===== src/rtl/pipe_rr_arbiter_if.sv =====
// Handshake bundle between N requesters, the round-robin arbiter and the
// shared downstream pipeline stage.
interface pipe_rr_arbiter_if #(
   parameter int WIDTH = 100,
   parameter int N     = 4,
   parameter int IDW   = 2
);
   logic [N-1:0]       in_valid;
   logic [N*WIDTH-1:0] in_data;
   logic [N-1:0]       in_last;
   logic [N-1:0]       in_allowin;
   logic               out_valid;
   logic [WIDTH-1:0]   out_data;
   logic [IDW-1:0]     out_id;
   logic               out_last;
   logic               out_allowin;

   // Requester/pipeline side: drives beats in, consumes the output stage
   modport master (
      output in_valid, in_data, in_last, out_allowin,
      input  in_allowin, out_valid, out_data, out_id, out_last
   );

   // Arbiter side
   modport slave (
      input  in_valid, in_data, in_last, out_allowin,
      output in_allowin, out_valid, out_data, out_id, out_last
   );
endinterface


===== src/rtl/pipe_rr_arbiter.sv =====
// Round-robin arbiter feeding one registered output stage. Multi-beat
// packets lock the grant to their owner until the last beat transfers.
module pipe_rr_arbiter #(
   parameter int WIDTH = 100,
   parameter int N     = 4,
   parameter int IDW   = 2
) (
   input  logic                clk,
   input  logic                rst_n,
   pipe_rr_arbiter_if.slave    bus
);

   typedef enum logic {IDLE, LOCK} state_t;

   state_t           state_q;
   logic [IDW-1:0]   ptr_q;
   logic [IDW-1:0]   owner_q;

   logic             out_valid_q, out_valid_d;
   logic [WIDTH-1:0] out_data_q,  out_data_d;
   logic [IDW-1:0]   out_id_q,    out_id_d;
   logic             out_last_q,  out_last_d;

   logic             stage_allowin;
   logic             gnt_vld;
   logic [IDW-1:0]   gnt_idx;
   logic [IDW-1:0]   scan_idx;
   logic [IDW-1:0]   nxt_idx;
   logic             xfer;
   logic [WIDTH-1:0] data_sel;
   logic             last_sel;
   logic [N-1:0]     allow;

   // Output stage can take a new beat when empty or draining this cycle
   assign stage_allowin = !out_valid_q || bus.out_allowin;

   // Grant: locked owner only, or first valid requester scanning from ptr
   always_comb begin
      gnt_vld  = 1'b0;
      gnt_idx  = '0;
      scan_idx = '0;
      if (state_q == LOCK) begin
         gnt_idx = owner_q;
         gnt_vld = bus.in_valid[owner_q];
      end else begin
         // Scan backwards so the requester closest to ptr is written last
         for (int k = N - 1; k >= 0; k--) begin
            scan_idx = IDW'((int'(ptr_q) + k) % N);
            if (bus.in_valid[scan_idx]) begin
               gnt_vld = 1'b1;
               gnt_idx = scan_idx;
            end
         end
      end
   end

   // Reset gating keeps every accept low while rst_n is asserted
   assign xfer    = gnt_vld && stage_allowin && rst_n;
   assign nxt_idx = (gnt_idx == IDW'(N - 1)) ? '0 : gnt_idx + 1'b1;

   // Select the granted beat and build the one-hot accept vector
   always_comb begin
      data_sel = '0;
      last_sel = 1'b0;
      allow    = '0;
      for (int i = 0; i < N; i++) begin
         if (gnt_idx == IDW'(i)) begin
            data_sel = bus.in_data[i*WIDTH +: WIDTH];
            last_sel = bus.in_last[i];
            allow[i] = xfer;
         end
      end
   end

   // Output stage next state: load, drain to empty, or hold under stall
   always_comb begin
      out_valid_d = out_valid_q;
      out_data_d  = out_data_q;
      out_id_d    = out_id_q;
      out_last_d  = out_last_q;
      if (xfer) begin
         out_valid_d = 1'b1;
         out_data_d  = data_sel;
         out_id_d    = gnt_idx;
         out_last_d  = last_sel;
      end else if (bus.out_allowin) begin
         out_valid_d = 1'b0;
      end
   end

   // Output stage registers
   always_ff @(posedge clk or negedge rst_n) begin
      if (!rst_n) begin
         out_valid_q <= 1'b0;
         out_data_q  <= '0;
         out_id_q    <= '0;
         out_last_q  <= 1'b0;
      end else begin
         out_valid_q <= out_valid_d;
         out_data_q  <= out_data_d;
         out_id_q    <= out_id_d;
         out_last_q  <= out_last_d;
      end
   end

   // Lock FSM and round-robin pointer; only a transferred beat moves them
   always_ff @(posedge clk or negedge rst_n) begin
      if (!rst_n) begin
         state_q <= IDLE;
         ptr_q   <= '0;
         owner_q <= '0;
      end else if (xfer) begin
         case (state_q)
            IDLE: begin
               if (last_sel) begin
                  ptr_q <= nxt_idx;
               end else begin
                  state_q <= LOCK;
                  owner_q <= gnt_idx;
               end
            end
            LOCK: begin
               if (last_sel) begin
                  state_q <= IDLE;
                  ptr_q   <= nxt_idx;
               end
            end
            default: state_q <= IDLE;
         endcase
      end
   end

   assign bus.in_allowin = allow;
   assign bus.out_valid  = out_valid_q;
   assign bus.out_data   = out_data_q;
   assign bus.out_id     = out_id_q;
   assign bus.out_last   = out_last_q;

endmodule


===== src/flat_wrapper.sv =====
// flat-port wrapper written by rule: the top's interface ports become plain ports
module pipe_rr_arbiter_flat 
#(
   parameter int WIDTH = 100,
   parameter int N     = 4,
   parameter int IDW   = 2
)
  (clk, rst_n, bus_in_valid, bus_in_data, bus_in_last, bus_out_allowin, bus_in_allowin, bus_out_valid, bus_out_data, bus_out_id, bus_out_last);
  pipe_rr_arbiter_if #(.WIDTH(WIDTH), .N(N), .IDW(IDW)) bus_i ();
  input  logic clk;
  input  logic rst_n;
  input wire logic [$bits(bus_i.in_valid)-1:0] bus_in_valid;
  input wire logic [$bits(bus_i.in_data)-1:0] bus_in_data;
  input wire logic [$bits(bus_i.in_last)-1:0] bus_in_last;
  input wire logic [$bits(bus_i.out_allowin)-1:0] bus_out_allowin;
  output wire logic [$bits(bus_i.in_allowin)-1:0] bus_in_allowin;
  output wire logic [$bits(bus_i.out_valid)-1:0] bus_out_valid;
  output wire logic [$bits(bus_i.out_data)-1:0] bus_out_data;
  output wire logic [$bits(bus_i.out_id)-1:0] bus_out_id;
  output wire logic [$bits(bus_i.out_last)-1:0] bus_out_last;
  assign bus_i.in_valid = bus_in_valid;
  assign bus_i.in_data = bus_in_data;
  assign bus_i.in_last = bus_in_last;
  assign bus_i.out_allowin = bus_out_allowin;
  assign bus_in_allowin = bus_i.in_allowin;
  assign bus_out_valid = bus_i.out_valid;
  assign bus_out_data = bus_i.out_data;
  assign bus_out_id = bus_i.out_id;
  assign bus_out_last = bus_i.out_last;
  pipe_rr_arbiter #(.WIDTH(WIDTH), .N(N), .IDW(IDW)) u_core (.clk(clk), .rst_n(rst_n), .bus(bus_i));
endmodule

===== config.mk =====
export PLATFORM = sky130hd
export DESIGN_NAME = pipe_rr_arbiter_flat
export DESIGN_NICKNAME = d
export VERILOG_FILES = /design/src/rtl/pipe_rr_arbiter_if.sv /design/src/rtl/pipe_rr_arbiter.sv /design/src/flat_wrapper.sv
export SDC_FILE = /design/constraint.sdc
export NUM_CORES = 1
export LEC_CHECK = 0
export ABC_AREA = 1
export BUFFER_PORTS_ARGS = -buffer_cell sky130_fd_sc_hd__buf_2
export CORE_AREA = 2 2 204 206
export DETAILED_ROUTE_END_ITERATION = 10
export DIE_AREA = 0 0 206 208
export GPL_ROUTABILITY_DRIVEN = 0
export PLACE_DENSITY_LB_ADDON = 0.25
export RECOVER_POWER = 25
export REMOVE_ABC_BUFFERS = 1
export SLEW_MARGIN = 20
export SYNTH_ARGS = -nofsm -noshare
export SYNTH_HDL_FRONTEND = slang
export SYNTH_SLANG_ARGS = --single-unit

===== constraint.sdc =====
create_clock -name clk -period 5.39 [get_ports clk]
set_clock_uncertainty 0.2 [all_clocks]
set_input_delay 0.2695 -clock clk [delete_from_list [all_inputs] [get_ports clk]]
set_output_delay 0.2695 -clock clk [all_outputs]
set_load 0.01 [all_outputs]

* Word-level counts from Yosys, hierarchy flattened
Index checks and enable logic that the tools add are counted.
** Operators by class
- Add/sub/neg operators :: 4
- Order comparisons :: 5
- Equality and inequality tests :: 3
- Multiplexer cells :: 37
- Bitwise logic cells :: 2
- Reductions and logical operators :: 8
** Operators by type and width (count)
- 100-bit two-way mux :: 4
- 1-bit two-way mux :: 21
- 2-bit by 3-bit < comparator with 1-bit output (second input constant) :: 5
- 2-bit two-way mux :: 7
- 1-bit binary-select mux with 2-bit select :: 5
- 2-bit by 1-bit adder with 2-bit output (second input constant) :: 2
- 2-bit adder (second input constant) :: 2
- 2-bit == test (second input constant) :: 2
- 3-bit AND reduction :: 1
- 2-bit by 1-bit == test with 1-bit output (second input constant) :: 1
- 1-bit logical AND :: 2
- 2-bit logical NOT :: 1
- 1-bit inverter :: 2
- 2-bit AND reduction :: 1
- 2-bit nonzero test :: 1
- 1-bit logical NOT :: 1
- 1-bit logical OR :: 1
** Storage, ports and cells
- Bits in registers :: 109
- Bits of input ports :: 411
- Output and inout port bits :: 108

* Logic depth before layout (Yosys ltp)
Gate-level depths: netlist (run 1).
- Word-level depth :: 15
- Depth in mapped cells :: 21

* Least setup slack after synthesis (run 1)
No wires, ideal clock.
- Path kind :: register -> register
- Start point :: register u_core.ptr_q[0]
- End point :: register u_core.out_data_q[26] (netlist: u_core.bus.out_data[26])
- Setup time :: 65 ps
- Arrival :: 2567 ps
- Data required time :: 5125 ps
- Slack :: 2558 ps
- Stages on the path, launching flop included :: 20
- Buffers on the path :: 3
- Clock period less this slack :: 2832 ps
- Cell sequence :: dfrtp_1 -> buf_6 -> o21ai_0 -> nand2_1 -> nand2_1 -> inv_1 -> nand3_1 -> nand3_1 -> nand2_1 -> inv_1 -> ha_1 -> nor2_1 -> clkbuf_1 -> clkbuf_1 -> nand2_1 -> nand2_1 -> o21ai_0 -> nand2_1 -> o211ai_2 -> nand2_1
** On the way
- Word-level cells in the longest chain between the ends :: 13
** RTL lines
- start: declaration :: line pipe_rr_arbiter.sv:16 : logic [IDW-1:0] ptr_q;
- start signal: assignment :: line pipe_rr_arbiter.sv:116 : ptr_q <= nxt_idx;
- start signal: assignment :: line pipe_rr_arbiter.sv:125 : ptr_q <= nxt_idx;
- 2-bit adder :: line pipe_rr_arbiter.sv:48 : scan_idx = IDW'((int'(ptr_q) + k) % N);
- 1-bit binary-select mux with 2-bit select :: line pipe_rr_arbiter.sv:49 : if (bus.in_valid[scan_idx]) begin
- 1-bit two-way mux (not written as such) :: line pipe_rr_arbiter.sv:49
- 2-bit two-way mux (3 in a row) :: line pipe_rr_arbiter.sv:49
- 2-bit two-way mux * :: line pipe_rr_arbiter.sv:49
- 2-bit two-way mux * :: line pipe_rr_arbiter.sv:42 : if (state_q == LOCK) begin
- via u_core.gnt_idx[0] :: line pipe_rr_arbiter.sv:26 : logic [IDW-1:0] gnt_idx;
- 2-bit logical NOT :: line pipe_rr_arbiter.sv:67 : if (gnt_idx == IDW'(i)) begin
- 100-bit two-way mux (3 in a row) :: line pipe_rr_arbiter.sv:67
- 100-bit two-way mux * :: line pipe_rr_arbiter.sv:67
- end signal: assignment :: line pipe_rr_arbiter.sv:100 : out_data_q <= out_data_d;
- end: declaration :: line pipe_rr_arbiter.sv:20 : logic [WIDTH-1:0] out_data_q, out_data_d;
Mark *: on every way through the listed nets, which the timed path passes. The rest lies on a longest branch. The select of a mux whose other input is x is not followed.
A chain may end at the register's enable or synchronous reset.

* Final worst setup path (run 1)
- Start point :: register u_core.ptr_q[0]
- End point :: output port bus_in_allowin[1]
** RTL lines
- 2-bit adder :: line pipe_rr_arbiter.sv:48
- 1-bit binary-select mux with 2-bit select :: line pipe_rr_arbiter.sv:49
- 1-bit two-way mux (not written as such) :: line pipe_rr_arbiter.sv:49
- 2-bit two-way mux (3 in a row) :: line pipe_rr_arbiter.sv:49
- 2-bit two-way mux * :: line pipe_rr_arbiter.sv:49
- 2-bit two-way mux * :: line pipe_rr_arbiter.sv:42
- via u_core.gnt_idx[0] :: line pipe_rr_arbiter.sv:26
- 2-bit by 1-bit == test with 1-bit output * :: line pipe_rr_arbiter.sv:67
- 1-bit two-way mux * :: line pipe_rr_arbiter.sv:67
- end: declaration :: line flat_wrapper.sv:16 : output wire logic [$bits(bus_i.in_allowin)-1:0] bus_in_allowin;
Marks and branches as above.

==> summary.txt, run 1 <==
First-pass GRT wire length: 50.1 mm
Synth area leaders: dfrtp_1 36%, nand2_1 27%, o211ai_2 9.5%
DR iter-0 viols: 480
Leading area contributor after synthesis: dfrtp_1
Worst setup SP type: flop
Wirelength per Cell: 14.9 µm
R2r setup slk: 1.57 ns
Clk buf depth: 2
Final Net Count: 2,077
Share of the synthesized area in the top cell type: 35.8%
Root Driver: clkbuf_16
Number of global-route vias before repair: 9,292
Gr usage total: 14.8%
CP Capture Type: output port
Synth Register Bits: 109
Placement row count: 74
Detailed placement HPWL: 24.9 mm
Synth-to-Final Area Change: 54.5%
GRT Residual Overflow: 0
Worst hold slack: 0.0384 ns
Largest net degree at the start of global routing: 102
RSZ-0062 raised after global routing: no
Clk slew on worst S/H paths: 0.08 ns
Final WL: 32.9 mm
Netlist cell types: 25
Drt drc: 0
Maximum VDD drop: 0.367 mV
Final Critical Period: 4.04 ns
Vias/cell: 4.32
Crit path top cell by count: nand2_1
DRT antenna net count: 0
Final std cells w/o fill: 2,200
Initial antenna violation count: 3
Pre-CTS setup slack: 1.60 ns
Ys Warns: 0
Final Hold Violating Endpoints: 0
Initial core utilization: 18.8%
Core region area: 40,600 µm²
Slack of the critical path: 1.35 ns
Cell Area, Synth: 7630 µm²
Clk sinks: 109
Power Density: 556 nW/µm²
Worst-margin pin slew: 0.837 ns
Max-slew headroom: 44.2%
Port Buffers: 518
Setup CP Type: reg2out
Crit-path slowest cell: dfrtp_1
I/O pins: 519
Synth Flop Type: dfrtp_1
Setup violators final: 0
Die area: 42,800 µm²
Avg Cell Area, Syn: 6.89 µm²
Crit path required time: 4.92 ns
Clk_lat worst skew: 0.37 ns
Arrival @ worst endpoint: 3.58 ns
Share of cells above drive strength 1: 32.0%
Vias post-DR: 9,497
Max-slew violations: 0
Status: finished, final reports clean
Pleak: 6.39 nW
Crit Path Max Fanout: 55
Crit-path cells: inv_1, nand2_1, nand3_1, nand2_1, nand3_1, nand2_1, nand2_1, nand3_1, nand2_1, inv_1, ha_4, buf_4, inv_1, nor2_1, buf_2
Max-cap violations: 0
H-tree depth: 3
Top cells by count, synth: 542 x nand2_1, 109 x dfrtp_1, 106 x o21ai_0
Max incr delay on CP: 0.60 ns
Postcts setup bufs: 0
Worst r2r path cells: 18
Syn Inst Count: 1,107
Die height: 208 µm
Worst min-delay path category: in2reg
Post-synth EDFFs: 0
Dpl cells: 2,081
Final period util: 75.0%
Highest clock rate: 0.247 GHz
Ys async rst share: 100%
CTS buffer count: 9
Hold path depth: 5
Seq/Total Area, Yosys: 35.8%
Die width: 206 µm
First-pass DRT Iterations: 5
Most frequent cell after synthesis: nand2_1
CTS tree: done
-- registers in the layout, summed over array words and instances, names as in the netlist --
signal / cells
u_core.bus.out_id: 2
u_core.bus.out_last: 1
u_core.owner_q: 2
u_core.bus.out_valid: 1
u_core.bus.out_data: 100
u_core.ptr_q: 2
u_core.state_q: 1
-- layout make-up --
type | instances | area, µm²
diodes | 1 | 2.50
clock buffers | 10 | 229
clock inverters | 6 | 45.0
fillers | 4493 | 28800
inverters | 20 | 83.8
multi-input cells | 888 | 4380
flip-flops and latches | 109 | 2730
well taps | 532 | 666
repair buffers | 634 | 3650
-- worst paths after layout --
kind	to	startpoint
worst max-delay path	bus_in_allowin[1]	u_core.ptr_q[0]
worst min-delay path	u_core.bus.out_data[36]	bus_in_data[236]
worst max register to register	u_core.bus.out_data[58]	u_core.ptr_q[0]
worst min register to register	u_core.bus.out_data[96]	u_core.bus.out_data[96]
max in group asynchronous	u_core.bus.out_data[17]	rst_n
min in group asynchronous	u_core.bus.out_data[26]	rst_n
-- cell usage in the layout (no fill, tap or decap), drive strengths merged --
master	Yosys	layout
o211ai	102	102
diode	0	1
o21ai	109	109
dlygate4sd3	0	102
nand2	543	543
a31oi	1	1
o21a	1	1
inv	19	22
clkinv	1	4
nor2	13	13
ha	4	4
nand4	1	1
dfrtp	109	109
clkbuf	50	91
xnor2	1	1
buf	40	451
nand3	9	9
a21oi	104	104
-- stage by stage --
stage / TNS, ns / util [%] / total power, mW / instance area, µm²
finish: 0 / 29.1 / 6.55 / 11800
detailed placement: 0 / 26.1 / 5.95 / 10600
CTS: 0 / 29.3 / 6.71 / 11900
floorplan: -130.57 / - / 4.76 / 7140
global route: 0 / 29.1 / 7.29 / 11800
global placement: 0 / 26.1 / 5.91 / 10600
-- where the power goes --
part | leakage, nW | internal, mW | switching (mW) | total (mW)
logic | 4.87 | 1.53 | 2.96 | 4.49
registers | 1.38 | 1.20 | 0.211 | 1.41
clock network | 0.138 | 0.319 | 0.334 | 0.653
total | 6.39 | 3.05 | 3.50 | 6.55
-- kinds of logic (layout without fill, tap and decap cells) --
family	count (synthesis)	count (layout)	share of synthesized area, %
buffers and inverters	110	670	7.33
DFF	109	109	35.8
adders and majority gates	4	4	0.656
other	0	1	0
and+or+nand+nor	566	566	28.1
AOI/OAI and AO/OA	317	317	28.0
xor gates and xnor gates	1	1	0.115
-- worst max-delay path, delay by kind of cell (launching register included) --
family	cells	cell delay, ns
AND/OR/NAND/NOR	9	0.86
flip-flops	1	0.60
buffers and inverters	5	1.12
adder cells (fa/ha/maj)	1	0.59
-- per-layer routing --
metal  up-vias  track usage (%)  part of all wire [%]
met4         4             5.62                   2.5
met2       384             26.1                    50
met3        45             3.18                   7.2
met5         -                0                 0.076
li1       4784                -                     -
met1      4280             17.5                    40
-- timing repair --
action | CTS | global route
gates resized for setup | 0 | 0
hold buffers | 102 | 0
hold endpoints to repair | 156 | 0
(Power assumes the default switching activity.)
==> run 2, diff against run 1 <==
Settings changed: CORE_AREA 2 2 204 206 to 2 2 203 205, DIE_AREA 0 0 206 208 to 0 0 205 207.
Clock period 5.39 ns to 3.3 ns, I/O delays scaled along.
==> run 2 against run 1 <==
  * The run now ends with max-capacitance violations, max-slew violations left
  * Largest cell class is now buffers
  * Highest routed layer unchanged
  * Global-route usage rose by 1.5 points
  * Largest power group unchanged
  * Wire length rose by 9.1%
  * Register-to-register slack got worse by 1.3 ns
  * Die area fell by 0.96%
  * Cell count rose by 5.5%
  * Clock power rose by 91%
  * Utilization rose by 3.7 points
==> summary.txt, run 2 (same netlist as run 1, synthesis figures left out) <==
Final Hold Violating Endpoints: 0 (unchanged)
RSZ-0062 raised after global routing: yes
Max-slew headroom: -7.29% (-52 points)
DRT antenna net count: 0 (unchanged)
Power Density: 890 nW/µm² (+60%)
CTS buffer count: 9 (unchanged)
DR iter-0 viols: 503 (+4.8%)
Crit-path leading delay family: buffers and inverters
Max-cap violations: 1 (+1)
First-pass GRT wire length: 55.0 mm (+9.8%)
Max-slew violations: 30 (+30)
Maximum VDD drop: 0.524 mV (+43%)
Commonest cells after routing, fill and taps aside: 541 x nand2_1, 464 x buf_2, 198 x dlygate4sd3_1, 108 x dfrtp_1, 104 x a21oi_1
Vias post-DR: 10.1k (+6.5%)
Worst path bufs/invs: 5 (unchanged)
Crit Path Max Fanout: 17 (-69%)
Worst-margin pin slew: 1.61 ns (+0.773 ns)
Synth-to-Final Area Change: 73.4%
Final period util: 95.1%
Dpl cells: 2,100 (+0.91%)
Register area: 2730 µm² (about the same)
Failing checks: max-capacitance violations, max-slew violations
Root Driver: clkbuf_16
Detailed placement HPWL: 26.4 mm (+6.1%)
# fillers: 4,308 (-4.1%)
H-tree depth: 3 (unchanged)
Initial core utilization: 18.9% (+0.086 points)
Setup violators final: 0 (unchanged)
Initial antenna violation count: 3 (unchanged)
Worst min-delay path category: in2reg
Post-Route M1 WL: 14.3 mm (+7.9%)
Placement row count: 74 (unchanged)
Most common cell after layout, fill and taps aside: nand2_1
Setup_tns: 0 ns (unchanged)
Metal2 WL: 17.9 mm (+8.9%)
Clk_lat worst skew: 0.37 ns (about the same)
Number of global-route vias before repair: 10.5k (+13%)
Core region area: 40,400 µm² (-0.46%)
First-pass DRT Iterations: 4 (-1)
Setup CP Type: reg2out
WL met3: 2.45 mm (+3.7%)
Final std cells w/o fill: 2,322 (+5.5%)
Pleak: 7.09 nW (+11%)
Crit-path cells: clkbuf_4, o21ai_4, nand2_1, nand3_1, nand2_1, nand2_1, nand3_1, nand2_2, inv_2, ha_4, bufinv_16, buf_8, nor2_1, buf_2
Crit path top cell by count: nand2_1
Share of cells above drive strength 1: 33.3% (+1.3 points)
Clk slew on worst S/H paths: 0.08 ns (about the same)
CP Capture Type: output port
Status: finished, violations left
Die area: 42,400 µm² (-0.96%)
Area of the multi-input gates: 4420 µm² (+1.0%)
Final Net Count: 2,198 (+5.8%)
Gr usage total: 16.4% (+1.5 points)
Pre-CTS setup slack: 0.0700 ns (-1.53 ns)
Crit path required time: 2.93 ns (-1.99 ns)
CTS tree: done
Largest net degree at the start of global routing: 111 (+8.8%)
Highest clock rate: 0.319 GHz
Util after Layout: 32.8% (+3.7 points)
Port Buffers: 518 (unchanged)
Final WL: 35.9 mm (+9.1%)
Arrival @ worst endpoint: 2.77 ns (-0.81 ns)
Wirelength per Cell: 15.4 µm (+3.4%)
Final Critical Period: 3.14 ns
Max reg flops: 100 (unchanged)
Crit-path slowest cell: dfrtp_2
Clk buf depth: 2 (unchanged)
Max incr delay on CP: 0.45 ns (-0.15 ns)
Drt drc: 0 (unchanged)
Vias/cell: 4.36 (+0.91%)
Die width: 205 µm (-0.49%)
GRT Residual Overflow: 0 (unchanged)
Die height: 207 µm (-0.48%)
Clk sinks: 109 (unchanged)
Slack of the critical path: 0.162 ns (-1.18 ns)
I/O pins: 519 (unchanged)
Worst setup SP type: flop
Top sig layer: met5
## run 2: repair_timing
item / CTS / global route
endpoints found under the hold margin: 128 / 0
pin swaps: 0 / 2
gates resized for setup: 4 / 17
endpoints found under the setup margin: 1 / 80
setup buffers: 0 / 4
gates cloned: 0 / 2
hold buffers: 198 / 0
## run 2: final timing paths
kind	endpoint	slack, ns	startpoint	cells past startpoint
worst max-delay path	bus_in_allowin[3]	0.16	u_core.ptr_q[0]	14
worst min-delay path	u_core.bus.out_data[58]	0.03	bus_in_data[258]	5
worst max register to register	u_core.bus.out_data[71]	0.25	u_core.ptr_q[0]	18
worst min register to register	u_core.bus.out_data[1]	0.28	u_core.bus.out_data[1]	2
max in group asynchronous	u_core.ptr_q[0]	0.60	rst_n	4
min in group asynchronous	u_core.bus.out_data[18]	0.72	rst_n	3
## run 2: power by group
part	switching, mW	internal [mW]	leakage (nW)
combinational	5.10	3.12	5.55
sequential	0.345	1.95	1.37
clock	0.552	0.694	0.160
## run 2: final cells by class
type	count	area share, %
Clock inverter	6	0.709
Timing Repair Buffer	754	37.5
Timing Repair inverter	1	0.0662
Sequential cell	109	20.6
Multi-Input combinational cell	888	33.4
Clock buffer	10	1.81
Tap cell	532	5.03
Inverter	20	0.795
Antenna cell	2	0.0378
## run 2: routing by layer
| metal | vias up | global-route usage, % |
|---|---|---|
| met3 | 71 | 4.33 |
| met4 | 2 | 6.50 |
| met2 | 398 | 29.3 |
| li1 | 5022 | - |
| met1 | 4622 | 18.3 |
| met5 | - | 0 |
## run 2: worst reg2reg max path, stage by stage (launching register included)
cell      delay (ns)
dfrtp_2         0.45
clkbuf_4        0.20
o21ai_4         0.20
nand2_1         0.09
nand3_1         0.11
nand2_1         0.05
nand2_1         0.05
nand3_1         0.13
nand2_2         0.16
inv_2           0.08
ha_4            0.22
nor2_4          0.19
buf_12          0.23
nand2_1         0.18
nand2_1         0.07
o21ai_1         0.12
nand2_1         0.11
o211ai_1        0.09
nand2_1         0.06
## run 2: metrics by stage
step / hold slack (ns) / area, µm² / total power [mW]
after detailed placement: 0.123 / 10800 / 10.1
after CTS: 0.000855 / 13200 / 11.7
final: 0.0251 / 13200 / 11.8
after floorplan: -0.331 / 7140 / 7.20
after global routing: 0.0277 / 13200 / 13.0
after global placement: 0.123 / 10800 / 10.0
